===== config.mk =====
export PLATFORM = sky130hd
export DESIGN_NAME = token_ring_fifo_dout
export DESIGN_NICKNAME = d
export VERILOG_FILES = /design/src/rtl/token_ring_pkg.sv /design/src/rtl/onehot_to_bin.sv /design/src/rtl/token_ring_fifo_dout.sv
export SDC_FILE = /design/constraint.sdc
export NUM_CORES = 1
export LEC_CHECK = 0
export CAP_MARGIN = 15
export CORE_AREA = 2 2 121 123
export DETAILED_ROUTE_END_ITERATION = 6
export DIE_AREA = 0 0 123 125
export PLACE_DENSITY = 0.75
export SYNTH_ARGS = -nofsm -noshare
export SYNTH_HDL_FRONTEND = slang
export SYNTH_SLANG_ARGS = --single-unit

===== constraint.sdc =====
create_clock -name clk -period 9 [get_ports clk]
set_input_delay 2.7 -clock clk [delete_from_list [all_inputs] [get_ports clk]]
set_output_delay 2.7 -clock clk [all_outputs]
set_load 0.05 [all_outputs]

===== src/rtl/token_ring_pkg.sv =====
`default_nettype none
// ============================================================================
//  Module      : token_ring_pkg
//  Description : Shared constants and helpers for the token-ring FIFO read
//                side: default payload width / slot count, a one-hot token
//                rotate, and a one-hot integrity check.
//  Ports       : none (package)
//  Revision    : 1.0  initial release
// ============================================================================
package token_ring_pkg;

  localparam int DEFAULT_DATA_WIDTH   = 32;
  localparam int DEFAULT_BUFFER_DEPTH = 8;

  // Helpers operate on a fixed wide vector so a single function serves every
  // depth; callers zero-extend their token and take the low BUFFER_DEPTH bits.
  localparam int MAX_DEPTH = 64;

  typedef logic [MAX_DEPTH-1:0] token_t;

  // Rotate the low 'depth' bits left by one; bit depth-1 wraps to bit 0.
  function automatic token_t token_rotate(input token_t tok, input int depth);
    token_t rot;
    rot = '0;
    for (int i = 0; i < MAX_DEPTH; i++) begin
      if (i < depth) begin
        rot[(i == depth - 1) ? 0 : i + 1] = tok[i];
      end
    end
    return rot;
  endfunction

  // True when exactly one of the low 'depth' bits is set.
  function automatic logic token_is_onehot(input token_t tok, input int depth);
    int ones;
    ones = 0;
    for (int i = 0; i < MAX_DEPTH; i++) begin
      if ((i < depth) && tok[i]) begin
        ones++;
      end
    end
    return (ones == 1);
  endfunction

endpackage : token_ring_pkg
`default_nettype wire


===== src/rtl/onehot_to_bin.sv =====
`default_nettype none
// ============================================================================
//  Module      : onehot_to_bin
//  Description : Converts a one-hot token into its binary bit index by OR-ing
//                the indices of all set bits (no priority chain).
//  Ports       : onehot_i [DEPTH-1:0]          one-hot token
//                idx_o    [$clog2(DEPTH)-1:0]  index of the set bit
//  Revision    : 1.0  initial release
// ============================================================================
module onehot_to_bin
  import token_ring_pkg::*;
#(
  parameter int DEPTH = DEFAULT_BUFFER_DEPTH
) (
  input  logic [DEPTH-1:0]         onehot_i,
  output logic [$clog2(DEPTH)-1:0] idx_o
);

  localparam int IDX_W = $clog2(DEPTH);

  logic [IDX_W-1:0] w_idx;

  // For a valid one-hot input exactly one term is non-zero.
  always_comb begin
    w_idx = '0;
    for (int i = 0; i < DEPTH; i++) begin
      w_idx = w_idx | (IDX_W'(i) & {IDX_W{onehot_i[i]}});
    end
  end

  assign idx_o = w_idx;

endmodule : onehot_to_bin
`default_nettype wire


===== src/rtl/token_ring_fifo_dout.sv =====
`default_nettype none
// ============================================================================
//  Module      : token_ring_fifo_dout
//  Description : Read side of a token-ring FIFO. A one-hot read token walks
//                the slots written by the producer; the selected slot is
//                loaded into a registered valid/ready output stage. The ring
//                is empty when both tokens match (the writer always leaves
//                one slot free). Malformed tokens raise a sticky error that
//                blocks further fetches.
//  Ports       : clk, rst                 clock, synchronous active-high reset
//                buffer_data_i [D*W-1:0]  slot contents, slot k at [k*W +: W]
//                write_token_i [D-1:0]    one-hot next write slot
//                data_o [W-1:0]           registered payload
//                valid_o                  data_o holds an unread entry
//                ready_i                  consumer accepts data_o
//                read_token_o [D-1:0]     one-hot next read slot
//                occupancy_o              ring entries + output register
//                token_error_o            sticky token-integrity fault
//  Revision    : 1.0  initial release
// ============================================================================
module token_ring_fifo_dout
  import token_ring_pkg::*;
#(
  parameter int DATA_WIDTH   = DEFAULT_DATA_WIDTH,
  parameter int BUFFER_DEPTH = DEFAULT_BUFFER_DEPTH
) (
  input  logic                               clk,
  input  logic                               rst,
  input  logic [BUFFER_DEPTH*DATA_WIDTH-1:0] buffer_data_i,
  input  logic [BUFFER_DEPTH-1:0]            write_token_i,
  output logic [DATA_WIDTH-1:0]              data_o,
  output logic                               valid_o,
  input  logic                               ready_i,
  output logic [BUFFER_DEPTH-1:0]            read_token_o,
  output logic [$clog2(BUFFER_DEPTH):0]      occupancy_o,
  output logic                               token_error_o
);

  localparam int IDX_W = $clog2(BUFFER_DEPTH);
  localparam int OCC_W = IDX_W + 1;
  localparam logic [BUFFER_DEPTH-1:0] C_TOK_RESET = {{(BUFFER_DEPTH-1){1'b0}}, 1'b1};

  // State
  logic [BUFFER_DEPTH-1:0] r_read_tok_q, w_read_tok_d;
  logic [DATA_WIDTH-1:0]   r_data_q,     w_data_d;
  logic                    r_valid_q,    w_valid_d;
  logic                    r_err_q,      w_err_d;

  // Combinational helpers
  token_t                  w_wr_ext;
  token_t                  w_rd_ext;
  token_t                  w_rd_rot;
  logic                    w_tok_bad;
  logic                    w_ring_empty;
  logic                    w_accept;
  logic                    w_fetch;
  logic [DATA_WIDTH-1:0]   w_slot;
  logic [IDX_W-1:0]        w_wr_idx;
  logic [IDX_W-1:0]        w_rd_idx;
  logic [OCC_W-1:0]        w_ring_cnt;

  always_comb begin
    w_wr_ext                    = '0;
    w_wr_ext[BUFFER_DEPTH-1:0]  = write_token_i;
    w_rd_ext                    = '0;
    w_rd_ext[BUFFER_DEPTH-1:0]  = r_read_tok_q;
  end

  assign w_rd_rot = token_rotate(w_rd_ext, BUFFER_DEPTH);

  // Bits above BUFFER_DEPTH of the rotate result are always zero.
  if (BUFFER_DEPTH < MAX_DEPTH) begin : g_rot_pad
    logic w_rot_pad_unused;
    assign w_rot_pad_unused = |w_rd_rot[MAX_DEPTH-1:BUFFER_DEPTH];
  end else begin : g_rot_full
  end

  assign w_tok_bad    = !token_is_onehot(w_wr_ext, BUFFER_DEPTH)
                     || !token_is_onehot(w_rd_ext, BUFFER_DEPTH);
  assign w_ring_empty = (r_read_tok_q == write_token_i);
  assign w_accept     = r_valid_q && ready_i;

  // A bad token in the current cycle blocks the fetch as well, so a corrupt
  // token can never steer a slot into the output register.
  assign w_fetch = !w_ring_empty && !r_err_q && !w_tok_bad
                && (!r_valid_q || ready_i);

  // AND-OR slot select driven directly by the one-hot read token.
  always_comb begin
    w_slot = '0;
    for (int k = 0; k < BUFFER_DEPTH; k++) begin
      w_slot = w_slot | (buffer_data_i[k*DATA_WIDTH +: DATA_WIDTH]
                         & {DATA_WIDTH{r_read_tok_q[k]}});
    end
  end

  // Next-state logic
  always_comb begin
    w_read_tok_d = r_read_tok_q;
    w_data_d     = r_data_q;
    w_valid_d    = r_valid_q;
    w_err_d      = r_err_q | w_tok_bad;
    if (w_fetch) begin
      // Covers both an empty output stage and drain-and-refill in one cycle.
      w_data_d     = w_slot;
      w_valid_d    = 1'b1;
      w_read_tok_d = w_rd_rot[BUFFER_DEPTH-1:0];
    end else if (w_accept) begin
      w_valid_d    = 1'b0;
    end
  end

  always_ff @(posedge clk) begin
    if (rst) begin
      r_read_tok_q <= C_TOK_RESET;
      r_data_q     <= '0;
      r_valid_q    <= 1'b0;
      r_err_q      <= 1'b0;
    end else begin
      r_read_tok_q <= w_read_tok_d;
      r_data_q     <= w_data_d;
      r_valid_q    <= w_valid_d;
      r_err_q      <= w_err_d;
    end
  end

  // Occupancy: ring distance between tokens plus the output register.
  onehot_to_bin #(.DEPTH(BUFFER_DEPTH)) u_wr_idx (
    .onehot_i (write_token_i),
    .idx_o    (w_wr_idx)
  );

  onehot_to_bin #(.DEPTH(BUFFER_DEPTH)) u_rd_idx (
    .onehot_i (r_read_tok_q),
    .idx_o    (w_rd_idx)
  );

  always_comb begin
    if (w_wr_idx >= w_rd_idx) begin
      w_ring_cnt = OCC_W'(w_wr_idx) - OCC_W'(w_rd_idx);
    end else begin
      w_ring_cnt = OCC_W'(w_wr_idx) + OCC_W'(BUFFER_DEPTH) - OCC_W'(w_rd_idx);
    end
  end

  assign occupancy_o   = w_ring_cnt + OCC_W'(r_valid_q);
  assign data_o        = r_data_q;
  assign valid_o       = r_valid_q;
  assign read_token_o  = r_read_tok_q;
  assign token_error_o = r_err_q;

endmodule : token_ring_fifo_dout
`default_nettype wire

==> results.json <==
{
  "drt_wl_total_um": 22900,
  "io_pins": 313,
  "grt_start_max_net_pins": 47,
  "power_mw": 1.44,
  "yosys.area.top_type": "dfxtp_1",
  "cts_tree": "done",
  "min_from": "data_o[9]$_SDFFE_PP0P_",
  "ant_nets": 0,
  "clockRootBuffer": "clkbuf_16",
  "antenna_found_initial": 6,
  "dieWidth_um": 123,
  "crit_path_start_kind": "primary input",
  "skew_ns": 0.00499,
  "clk_pin_slew_ns": 0.06,
  "synth_edf_count": 0,
  "start_util": 0.318,
  "leakage_nw": 2.67,
  "hold_viol_final": 0,
  "timing.hold.ws_ns": 0.550,
  "wire_per_inst_um": 24.3,
  "synth.distinct_cells": 62,
  "die_h_um": 125,
  "syn_to_final_growth_pct": 69.0,
  "r2r-end": "data_o[16]$_SDFFE_PP0P_",
  "ys_warn_count": 0,
  "synth-seq-cells": 42,
  "worstMarginPinSlew_ns": 1.13,
  "hold_class": "flop to flop",
  "fmax_mhz": 116,
  "path_max_fanout": 8,
  "multi_input_area_um2": 3130,
  "crit_slowest_cell": "clkdlybuf4s50_1",
  "seqCellArea_um2": 851,
  "cts-buffers-inserted": 5,
  "cp.required_ns": 6.30,
  "arrival_ns": 5.93,
  "grt_pass1_vias": 5616,
  "period_share": 0.959,
  "hold-path-cell-count": 2,
  "cts_hold_buf": 0,
  "dieArea_um2": 15400,
  "syn_area_per_cell_um2": 9.34,
  "outcome": "completed",
  "syn_nets": 772,
  "layout_common_cells": "clkdlybuf4s50_1 (310), a22o_1 (65), a221oi_1 (64), a31oi_1 (36), dfxtp_1 (34)",
  "async_flop_share": 0,
  "max_cap_violations": 0,
  "fillers": 1249,
  "drt-initial-drc-count": 427,
  "rr_worst_depth": 22,
  "grt_first_pass_wirelength_um": 32700,
  "clk_latency_ns": 0.28,
  "final_common_cell": "clkdlybuf4s50_1",
  "via_per_inst": 5.93,
  "dpl.hpwl_um": 16300,
  "gr-usage-all-layers": 0.278,
  "slowest_delay_ns": 0.82,
  "slew_headroom": 0.250,
  "clkSinkCount": 42,
  "rsz0062_at_grt": "no",
  "grt-ovfl-total": 0,
  "critPathKind": "primary input to output pin",
  "synth_cells": 484,
  "fin_tns_setup_ns": 0,
  "irDropWorstVdd_v": 0.000108,
  "finalWorstPathRequiredPeriod_ns": 8.63,
  "nets": 1040,
  "port_buffers": 312,
  "postCtsSetupBuffers": 0,
  "drive_gt1_frac": 0.0598,
  "setup_viol": 0,
  "synth.cell_area_um2": 4520,
  "min_to": "data_o[9]$_SDFFE_PP0P_",
  "p_per_area_nw_per_um2": 188,
  "gp_congestion": 0.907,
  "post-route-drc-count": 0,
  "vias": 5584,
  "h-tree-depth": 2,
  "row_count": 44,
  "crit_path_end_kind": "output pin",
  "core-area_um2": 14200,
  "synth_top_area_share": 0.186,
  "cp_cell_sequence": "clkdlybuf4s50_1 -> or4_1 -> fa_1 -> fa_1 -> xor2_1 -> clkdlybuf4s50_1",
  "r2r_slack_ns": 2.53,
  "cts_resized": 0,
  "slew_violations": 0,
  "first_pass_iters": 5,
  "yosysSeqAreaShare": 0.186,
  "yosys_most_used_dff": "dfxtp_1",
  "clockBufferDepth": 2,
  "synthTopCellsByArea": "dfxtp_1 (19%), a22o_1 (13%), a221oi_1 (12%)",
  "worstReg2RegStart": "read_token_o[1]$_SDFFE_PP0P_"
}
-- metal layers --
layer	part of all wire	wire, um	track usage	vias to the layer above
met2	0.46	10500	0.452	304
met1	0.40	9160	0.347	2700
met5	0.00044	10	0	-
met4	0.018	410	0.0689	2
li1	-	-	-	2549
met3	0.12	2850	0.104	29
-- critical path: cells and delay by family --
family | cells | cell delay, ns
xor gates and xnor gates | 1 | 0.17
adders and majority gates | 2 | 1.01
buffers and inverters | 2 | 1.39
and+or+nand+nor | 1 | 0.66
-- final cells by class --
class | instances | share of cell area
antenna | 5 | 0.00164
clock buffer | 6 | 0.0182
clock inverter | 1 | 0.00393
inverter | 13 | 0.00639
multi-input combinational | 367 | 0.410
sequential | 42 | 0.111
tap | 184 | 0.0301
timing repair buffer | 323 | 0.419
-- metrics by stage --
step | setup WS [ns] | util | std cells | instance area, um2
final | 0.367 | 0.538 | 941 | 7640
after global routing | 0.307 | 0.537 | 938 | 7630
after CTS | 0.386 | 0.537 | 936 | 7630
after detailed placement | 0.404 | 0.525 | 929 | 7460
after global placement | 0.451 | 0.525 | 929 | 7460
after floorplan | 0.879 | - | 484 | 4520
-- worst max-delay path by stage --
stage | start | to | slack (ns)
after floorplan | write_token_i[7] | occupancy_o[3] | 0.88
after detailed placement | write_token_i[7] | occupancy_o[2] | 0.40
after global placement | write_token_i[7] | occupancy_o[2] | 0.45
after global routing | write_token_i[7] | occupancy_o[2] | 0.31
final | write_token_i[7] | occupancy_o[2] | 0.37
after CTS | write_token_i[7] | occupancy_o[2] | 0.39
-- cells by family after synthesis --
kind of cell,share of synthesized area
AO/OA/AOI/OAI,0.402
AND/OR/NAND/NOR,0.0955
buffers and inverters,0.124
flip-flops,0.186
XOR/XNOR,0.0899
adder cells (fa/ha/maj),0.0614
multiplexers,0.0421
-- registers in the layout, indices dropped and copies added (netlist names) --
name and count:
token_error_o 1, valid_o 1, data_o 32, read_token_o 8
-- power breakdown --
part           switching [mW]  internal, mW
Sequential             0.0363         0.238
Combinational           0.566         0.385
Clock                  0.0754         0.137
-- cells in the mapped netlist, drive strengths merged (2+ instances only) --
library cell   n
mux4           2
a31oi         37
nand3b         2
xor2          18
or4            3
nand4b         2
xnor2         12
or2b           2
nor2b          4
o21ai          2
nor4           6
nor2          10
or2            2
o31ai          2
fa             2
mux2           2
a221o          2
a221oi        64
dlygate4sd3    8
nand2b         8
a22o          65
nor3           6
mux2i         11
inv           13
buf           39
ha            19
a21oi          6
and2           2
nand2         17
xnor3          4
a311oi        32
dlygate4sd1    3
nand3          7
dfxtp         42
clkbuf        12
and3           2
Power figures use the tool's default switching activity.
